File: src/rtl/video_testcard.sv
// video_testcard: free-running 312-line progressive, 50 Hz composite test-card
// generator for a 12 MHz clock and a 2-bit resistor DAC (o_sync, o_white).
// Eight vertical bars alternating white/black across the active width.
// Optional build macro TESTCARD_GRID_EN: ORs a white horizontal grid line onto
// the bars on every 32nd active line, starting with the first active line.
module video_testcard (
  input  logic clk,
  input  logic rst,
  output logic o_sync,
  output logic o_white
);

  localparam logic [9:0] H_TOTAL      = 10'd768;
  localparam logic [9:0] H_SYNC       = 10'd56;
  localparam logic [9:0] H_ACT_START  = 10'd128;
  localparam logic [9:0] H_ACT_END    = 10'd736;
  localparam logic [8:0] V_TOTAL      = 9'd312;
  localparam logic [8:0] V_SYNC_LINES = 9'd3;
  localparam logic [8:0] V_ACT_START  = 9'd23;
  localparam logic [8:0] V_ACT_END    = 9'd310;
  localparam logic [6:0] BAR_WIDTH    = 7'd76;

  // Broad pulses are low for 711 clocks, leaving a 57-clock serration at the
  // end of each vsync line.
  localparam logic [9:0] H_BROAD_END  = H_TOTAL - H_SYNC - 10'd1;

  logic [9:0] h_cnt_q, h_cnt_d;
  logic [8:0] v_cnt_q, v_cnt_d;
  logic [6:0] bar_pos_q, bar_pos_d;
  logic [2:0] bar_idx_q, bar_idx_d;
  logic       o_sync_q, o_sync_d;
  logic       o_white_q, o_white_d;
  logic       h_last;
  logic       grid_hit;

  // Line and frame counters: v advances (and wraps) on the h wrap edge.
  always_comb begin
    // NOTE: every signal written here gets a default first, so no latch is inferred.
    h_cnt_d = h_cnt_q + 10'd1;
    v_cnt_d = v_cnt_q;
    h_last  = (h_cnt_q == H_TOTAL - 10'd1);
    if (h_last) begin
      h_cnt_d = 10'd0;
      v_cnt_d = (v_cnt_q == V_TOTAL - 9'd1) ? 9'd0 : v_cnt_q + 9'd1;
    end
  end

  // Bar counter: reloaded so bar 0 / position 0 lines up with h == H_ACT_START;
  // steps to the next bar every BAR_WIDTH clocks instead of dividing h.
  always_comb begin
    bar_pos_d = bar_pos_q + 7'd1;
    bar_idx_d = bar_idx_q;
    if (h_cnt_q == H_ACT_START - 10'd1) begin
      bar_pos_d = 7'd0;
      bar_idx_d = 3'd0;
    end else if (bar_pos_q == BAR_WIDTH - 7'd1) begin
      bar_pos_d = 7'd0;
      bar_idx_d = bar_idx_q + 3'd1;
    end
  end

`ifdef TESTCARD_GRID_EN
  logic [4:0] grid_cnt_q, grid_cnt_d;

  // Grid line counter: zero on the first active line, wraps every 32 lines.
  always_comb begin
    grid_cnt_d = grid_cnt_q;
    if (h_last) begin
      grid_cnt_d = (v_cnt_d == V_ACT_START) ? 5'd0 : grid_cnt_q + 5'd1;
    end
    grid_hit = (grid_cnt_q == 5'd0);
  end

  // Grid line counter register.
  always_ff @(posedge clk or negedge rst) begin
    if (!rst) grid_cnt_q <= 5'd0;
    else      grid_cnt_q <= grid_cnt_d;
  end
`else
  // Plain bars: no grid overlay.
  always_comb begin
    grid_hit = 1'b0;
  end
`endif

  // Output decode from the current (pre-increment) counters.
  always_comb begin
    logic active;
    active = (v_cnt_q >= V_ACT_START) && (v_cnt_q < V_ACT_END) &&
             (h_cnt_q >= H_ACT_START) && (h_cnt_q < H_ACT_END);
    if (v_cnt_q < V_SYNC_LINES) begin
      o_sync_d = (h_cnt_q >= H_BROAD_END);
    end else begin
      o_sync_d = (h_cnt_q >= H_SYNC);
    end
    o_white_d = active && (~bar_idx_q[0] || grid_hit);
  end

  // State and output registers; outputs lag the counters by one clock.
  always_ff @(posedge clk or negedge rst) begin
    if (!rst) begin
      h_cnt_q   <= 10'd0;
      v_cnt_q   <= 9'd0;
      bar_pos_q <= 7'd0;
      bar_idx_q <= 3'd0;
      o_sync_q  <= 1'b1;
      o_white_q <= 1'b0;
    end else begin
      // NOTE: non-blocking assignments so every register samples pre-edge values.
      h_cnt_q   <= h_cnt_d;
      v_cnt_q   <= v_cnt_d;
      bar_pos_q <= bar_pos_d;
      bar_idx_q <= bar_idx_d;
      o_sync_q  <= o_sync_d;
      o_white_q <= o_white_d;
    end
  end

  assign o_sync  = o_sync_q;
  assign o_white = o_white_q;

endmodule

File: config.mk
export PLATFORM = sky130hd
export DESIGN_NAME = video_testcard
export DESIGN_NICKNAME = d
export VERILOG_FILES = /design/src/rtl/video_testcard.sv
export SDC_FILE = /design/constraint.sdc
export NUM_CORES = 1
export LEC_CHECK = 0
export ABC_AREA = 1
export CAP_MARGIN = 20
export CORE_ASPECT_RATIO = 0.7
export CORE_MARGIN = 4
export CORE_UTILIZATION = 52
export DETAILED_ROUTE_END_ITERATION = 6
export GPL_TIMING_DRIVEN = 0
export PLACE_DENSITY = 0.8
export SYNTH_ARGS = -nofsm -noshare
export SYNTH_HDL_FRONTEND = slang
export SYNTH_SLANG_ARGS = --single-unit
export TNS_END_PERCENT = 1
File: constraint.sdc
create_clock -name clk -period 1.85 [get_ports clk]
set_input_delay 0.2775 -clock clk [delete_from_list [all_inputs] [get_ports clk]]
set_output_delay 0.2775 -clock clk [all_outputs]
set_load 0.01 [all_outputs]
==> results of run 1 <==
power breakdown:
part           total (W)  switching, W  leakage [nW]  internal, W
combinational  0.0000209     0.0000132         0.574   0.00000770
clock           0.000521      0.000227        0.0443     0.000294
sequential      0.000635             0         0.373     0.000635
total            0.00118      0.000240         0.991     0.000937
worst paths after layout:
check | endpoint | slack, ps
setup reg to reg | v_cnt_q[3]$_DFFE_PN0P_ | 240
hold reg to reg | bar_pos_q[0]$_DFF_PN0_ | 480
min in group clk | bar_pos_q[0]$_DFF_PN0_ | 480
max in group asynchronous | bar_pos_q[1]$_DFF_PN0_ | 940
setup / recovery | v_cnt_q[3]$_DFFE_PN0P_ | 240
hold / removal | h_cnt_q[6]$_DFF_PN0_ | 400
worst register-to-register path: cells and delay by family (launching register included):
kind	cells	cell delay [ps]
simple gates	5	810
flops	1	400
fa+ha+maj	1	280
sequential cells by signal, indices dropped and copies added, names as in the netlist:
signal	count
o_white	1
o_sync	1
h_cnt_q	10
bar_pos_q	7
v_cnt_q	9
bar_idx_q	1
per-stage QoR:
step | hold WS [ps] | area [um^2] | TNS (ps)
after floorplan | -18.1 | 1680 | 0
after global placement | 455 | 1760 | -1270
after detailed placement | 468 | 1790 | 0
after CTS | 421 | 1870 | 0
after global routing | 439 | 1870 | 0
final | 404 | 1870 | 0
final cells by class:
| type | count | area [um^2] |
|---|---|---|
| Fill cell | 254 | 1070 |
| Multi-Input combinational cell | 163 | 833 |
| Sequential cell | 29 | 727 |
| Inverter | 29 | 109 |
| Clock buffer | 7 | 86.3 |
| Timing Repair Buffer | 4 | 57.6 |
| Tap cell | 36 | 45.0 |
| Buffer | 1 | 15.0 |
layout by cell type (no fill, tap or decap), drive strengths merged:
| cell type | count |
|---|---|
| ha | 4 |
| o21ai | 6 |
| nor3b | 1 |
| nand4 | 7 |
| xor2 | 8 |
| nand2 | 63 |
| nor2 | 46 |
| nand3b | 4 |
| clkdlybuf4s50 | 3 |
| xnor2 | 1 |
| dfrtp | 28 |
| inv | 29 |
| dfstp | 1 |
| nor3 | 3 |
| nand3 | 19 |
| buf | 2 |
| a21oi | 1 |
| clkbuf | 7 |
per-layer routing:
layer | wire length, um | part of all wire [%]
met1 | 1880 | 57
met2 | 1200 | 37
met3 | 168 | 5.1
met4 | 38 | 1.2
met5 | 0 | 0
cells by family after synthesis:
group	after synthesis
adders and majority gates	4
and+or+nand+nor	143
DFF	29
buffers and inverters	30
AOI/OAI and AO/OA	7
xor gates and xnor gates	9
==> impl_metrics.toml, run 1 <==
[power_and_ir_drop]
p_leak_nw = 0.991
power_density_nw_per_um2 = 628
total_power_w = 0.00118
irDropWorstVdd_mv = 0.489

[timing]
clock_skew_ps = 1.73
hold_violations = 0
finalCritPeriodShare_pct = 87.1
tightest_slew_ps = 652
max_freq_ghz = 0.621
setup_viol = 0
rsz0062_at_grt = "false"
drv_slew = 0
fin_ws_ps = 239
relSlewSlack_pct = 56.4
min_period_ps = 1610

[die]
pin_count = 4
start_util_pct = 57.2
core_area_um2 = 2940
die_h_um = 55.6
die_area_um2 = 4230
die_x_um = 76.0
rows = 16

[synth]
ys_ff_latch = 29
synth-adder-area-share_pct = 2.97
yosys_warnings = 0
synth.most_common_cell = "nand2_1"
async_reset_ff_share_pct = 100
synthesis.nets = 228
synth_edf_count = 0
synthMuxAreaShare_pct = 0
synth_top_family_by_area = "simple AND/OR/NAND/NOR gates"
yosys.area.top_type = "dfrtp_1"
synth-xor-area-share_pct = 4.68
synth_area_um2 = 1680
syn_area_per_cell_um2 = 7.59
netlist.area_leader.share_pct = 41.6
synth_seq_area_share_pct = 43.2
synthCells = 222
synth_area_leaders = "dfrtp_1 42%, nand2_1 13%, nor2_1 9.1%"
synth-simple-area-share_pct = 39.7
yosys-top-cells-count = "58 x nand2_1, 41 x nor2_1, 28 x dfrtp_1, 28 x inv_1, 19 x nand3_1"
synthDistinctLibCells = 22
synthFlopType = "dfrtp_1"
synth_compound_area_share_pct = 2.08

[routing]
drt_iter0_drc = 119
vias = 1383
drt_pass1_iterations = 4
via_per_inst = 5.14
drc_errors = 0
drtAntennaViolNets = 0
wl_per_cell_um = 12.2
postRouteWirelength_um = 3290

[global_routing]
grt_util_met2_pct = 20.4
grt_pass1_vias = 1242
grtUsageMet3_pct = 5.02
grt_antenna_before_repair = 0
track_usage_pct = 17.2
grt_util_met1_pct = 28.1
overflow = 0
grt_pass1_wl_um = 5820
grt_busiest_layer = "met1"
grt_max_degree = 19

[clock_network]
clockBufferDepth = 2
clk-insertion-delay-late_ps = 280
cts_buffers = 5
cts_tree = "built"
cts_setup_buffers = 0
ctsHoldBuffers = 0
ctsResizeCount = 0
cts-htree-levels = 2
clockRootBuffer = "clkbuf_8"
clk_pin_slew_worst_paths_ps = 60
cts_sinks = 29

[worst_setup_path]
worstPathArrival_ps = 1780
path_common_cell = "nand2_1"
path_delay_family = "simple AND/OR/NAND/NOR gates"
worstSetupPathType = "reg2reg"
worstPathMaxFanout = 5
path_cells = "ha_1 -> nand2_1 -> nor2_1 -> nand3_1 -> nand4_1 -> nand2_1"
cp.required_ps = 2010
r2r_cells = 6
timing.rr.start = "v_cnt_q[1]$_DFFE_PN0P_"
endpoint_kind = "register"
cp-start-kind = "register"
startpoint = "v_cnt_q[1]$_DFFE_PN0P_"
critPathBufInv = 0
cp_slowest_cell = "dfrtp_1"
max_stage_delay_ps = 400
worstSetupPathDepth = 6

[run_status]
outcome = "complete, no violations"

[layout]
final_cell_count_no_fill = 269
synthToLayoutAreaGrowth_pct = 11.2
drive_gt1_share_pct = 8.58
finalNetCount = 239
n_antenna_cell = 0
fin_util_pct = 63.6

[place]
gp_congestion = 0.901
hpwlAfterDp_um = 2480
post-place-ws_ps = 305
io_buffers = 3
dp.cells = 262

[run]
max-cap-violations = 0

[min_path]
hold_path_class = "in2async"
Note: power is estimated with default switching activity, not from simulation.
==> run 2: changes to the inputs <==
--- a/config.mk
+++ b/config.mk
@@ -7,12 +7,15 @@
 export LEC_CHECK = 0
 export ABC_AREA = 1
 export CAP_MARGIN = 20
+export CELL_PAD_IN_SITES_DETAIL_PLACEMENT = 0
+export CELL_PAD_IN_SITES_GLOBAL_PLACEMENT = 1
 export CORE_ASPECT_RATIO = 0.7
 export CORE_MARGIN = 4
-export CORE_UTILIZATION = 52
+export CORE_UTILIZATION = 45
 export DETAILED_ROUTE_END_ITERATION = 6
 export GPL_TIMING_DRIVEN = 0
-export PLACE_DENSITY = 0.8
+export PLACE_DENSITY = 0.89
+export SLEW_MARGIN = 20
 export SYNTH_ARGS = -nofsm -noshare
 export SYNTH_HDL_FRONTEND = slang
 export SYNTH_SLANG_ARGS = --single-unit
==> impl_metrics.toml, run 2 (synthesis results as in run 1) <==
[run_status]
outcome = "complete, no violations"

[worst_setup_path]
path_delay_family = "buffers and inverters"
cp_slowest_cell = "clkdlybuf4s50_1"
path_cells = "clkdlybuf4s50_1"
cp-start-kind = "register"
worstSetupPathType = "reg2out"
max_stage_delay_ps = 520
cp.required_ps = 1570
worstPathArrival_ps = 1300
worstPathMaxFanout = 1
endpoint_kind = "output port"
critPathBufInv = 1

[timing]
min_period_ps = 1580
finalCritPeriodShare_pct = 85.4
tightest_slew_ps = 640
setup_viol = 0
rsz0062_at_grt = "false"
drv_slew = 0
hold_violations = 0
relSlewSlack_pct = 57.3
max_freq_ghz = 0.633
whs_ps = 22.5
clock_skew_ps = 4.48

[global_routing]
track_usage_pct = 16.3
grt_max_degree = 30
grt_antenna_before_repair = 0
grt_pass1_vias = 1164
grt_pass1_wl_um = 5680
overflow = 0

[layout]
final_common_cell = "nand2_1"
synthToLayoutAreaGrowth_pct = 12.1
largest_register_ff_count = 10
final_cell_count_no_fill = 283
drive_gt1_share_pct = 9.01
largest-register = "h_cnt_q"
n_antenna_cell = 0
layout_common_cells = "58 x nand2_1, 41 x nor2_1, 28 x inv_1, 28 x dfrtp_1, 19 x nand3_1"
top_regs = "h_cnt_q x10, v_cnt_q x9, bar_pos_q x7"
finalNetCount = 238

[run]
max-cap-violations = 0

[die]
rows = 18
die_area_um2 = 4800
die_x_um = 81.1
core_area_um2 = 3560
start_util_pct = 47.3
die_h_um = 59.2
pin_count = 4

[clock_network]
cts_sinks = 29
clockBufferDepth = 2
clk-insertion-delay-late_ps = 280
cts-htree-levels = 2
ctsResizeCount = 0
clk_pin_slew_worst_paths_ps = 60
cts_buffers = 5
clockRootBuffer = "clkbuf_8"
cts_tree = "built"
cts_setup_buffers = 0
ctsHoldBuffers = 0

[place]
hpwlAfterDp_um = 2490
io_buffers = 3
dp.cells = 275
gp_congestion = 0.841

[power_and_ir_drop]
p_leak_nw = 0.992
power_density_nw_per_um2 = 697
irDropWorstVdd_mv = 0.401
total_power_w = 0.00132

[routing]
vias = 1303
postRouteWirelength_um = 3250
wl_per_cell_um = 11.5
drc_errors = 0
drt_iter0_drc = 87
via_per_inst = 4.60
drt_pass1_iterations = 5
drtAntennaViolNets = 0

[min_path]
hold_path_class = "in2async"
==> run 2: changes by cell type in the layout (fill, tap and decap cells not counted) <==
cell,delta
clkdlybuf4s50_1,-1
buf_16,-1
buf_2,+1
bufinv_16,+1
==> run 2: cell type report <==
class | count | area [um^2]
Tap cell | 50 | 62.6
Sequential cell | 29 | 727
Buffer | 1 | 15.0
Clock buffer | 7 | 86.3
Inverter | 29 | 109
Multi-Input combinational cell | 163 | 833
Fill cell | 365 | 1670
Clock inverter | 1 | 30.0
Timing Repair Buffer | 3 | 25.0
==> run 2: path summary, 6_finish.rpt <==
kind	startpoint	endpoint	slack (ps)	depth (start not counted)
setup / recovery	o_sync$_DFF_PN1_	o_sync	270	1
hold / removal	rst	o_white$_DFF_PN0_	20	1
setup reg to reg	v_cnt_q[1]$_DFFE_PN0P_	v_cnt_q[8]$_DFFE_PN0P_	280	6
hold reg to reg	bar_pos_q[0]$_DFF_PN0_	bar_pos_q[0]$_DFF_PN0_	460	1
max in group asynchronous	rst	bar_pos_q[3]$_DFF_PN0_	1410	1
min in group clk	bar_pos_q[0]$_DFF_PN0_	bar_pos_q[0]$_DFF_PN0_	460	1
==> run 2: power breakdown <==
part / total, W / leakage [nW] / switching (W) / internal [W]
Clock: 0.000668 / 0.0585 / 0.000230 / 0.000438
Sequential: 0.000634 / 0.373 / 0 / 0.000634
Combinational: 0.0000125 / 0.561 / 0.0000117 / 0.000000757
==> run 2: metrics by stage <==
step	util [%]	cell area [um^2]	TNS [ps]	setup WS [ps]
2_1_floorplan	-	1680	0	542
3_3_place_gp	49.9	1780	-339	-13.1
3_5_place_dp	49.8	1770	0	335
4_1_cts	53.1	1890	0	251
5_1_grt	53.1	1890	0	160
6_report	53.1	1890	0	271
==> run 2: per-layer routing <==
layer / share of wire (%) / vias to the layer above / track usage, %
met3: 4.8 / 2 / 5.02
met2: 34 / 23 / 18.6
li1: - / 714 / -
met1: 60 / 564 / 26.5
met4: 0.80 / 0 / 7.95
met5: 0 / - / 0
==> run 3: changes to the inputs <==
--- a/config.mk
+++ b/config.mk
@@ -6,7 +6,6 @@
 export NUM_CORES = 1
 export LEC_CHECK = 0
 export ABC_AREA = 1
-export CAP_MARGIN = 20
 export CELL_PAD_IN_SITES_DETAIL_PLACEMENT = 0
 export CELL_PAD_IN_SITES_GLOBAL_PLACEMENT = 1
 export CORE_ASPECT_RATIO = 0.7
==> results of run 3 <==
Final layout, timing and power as in run 2 (identical DEF).
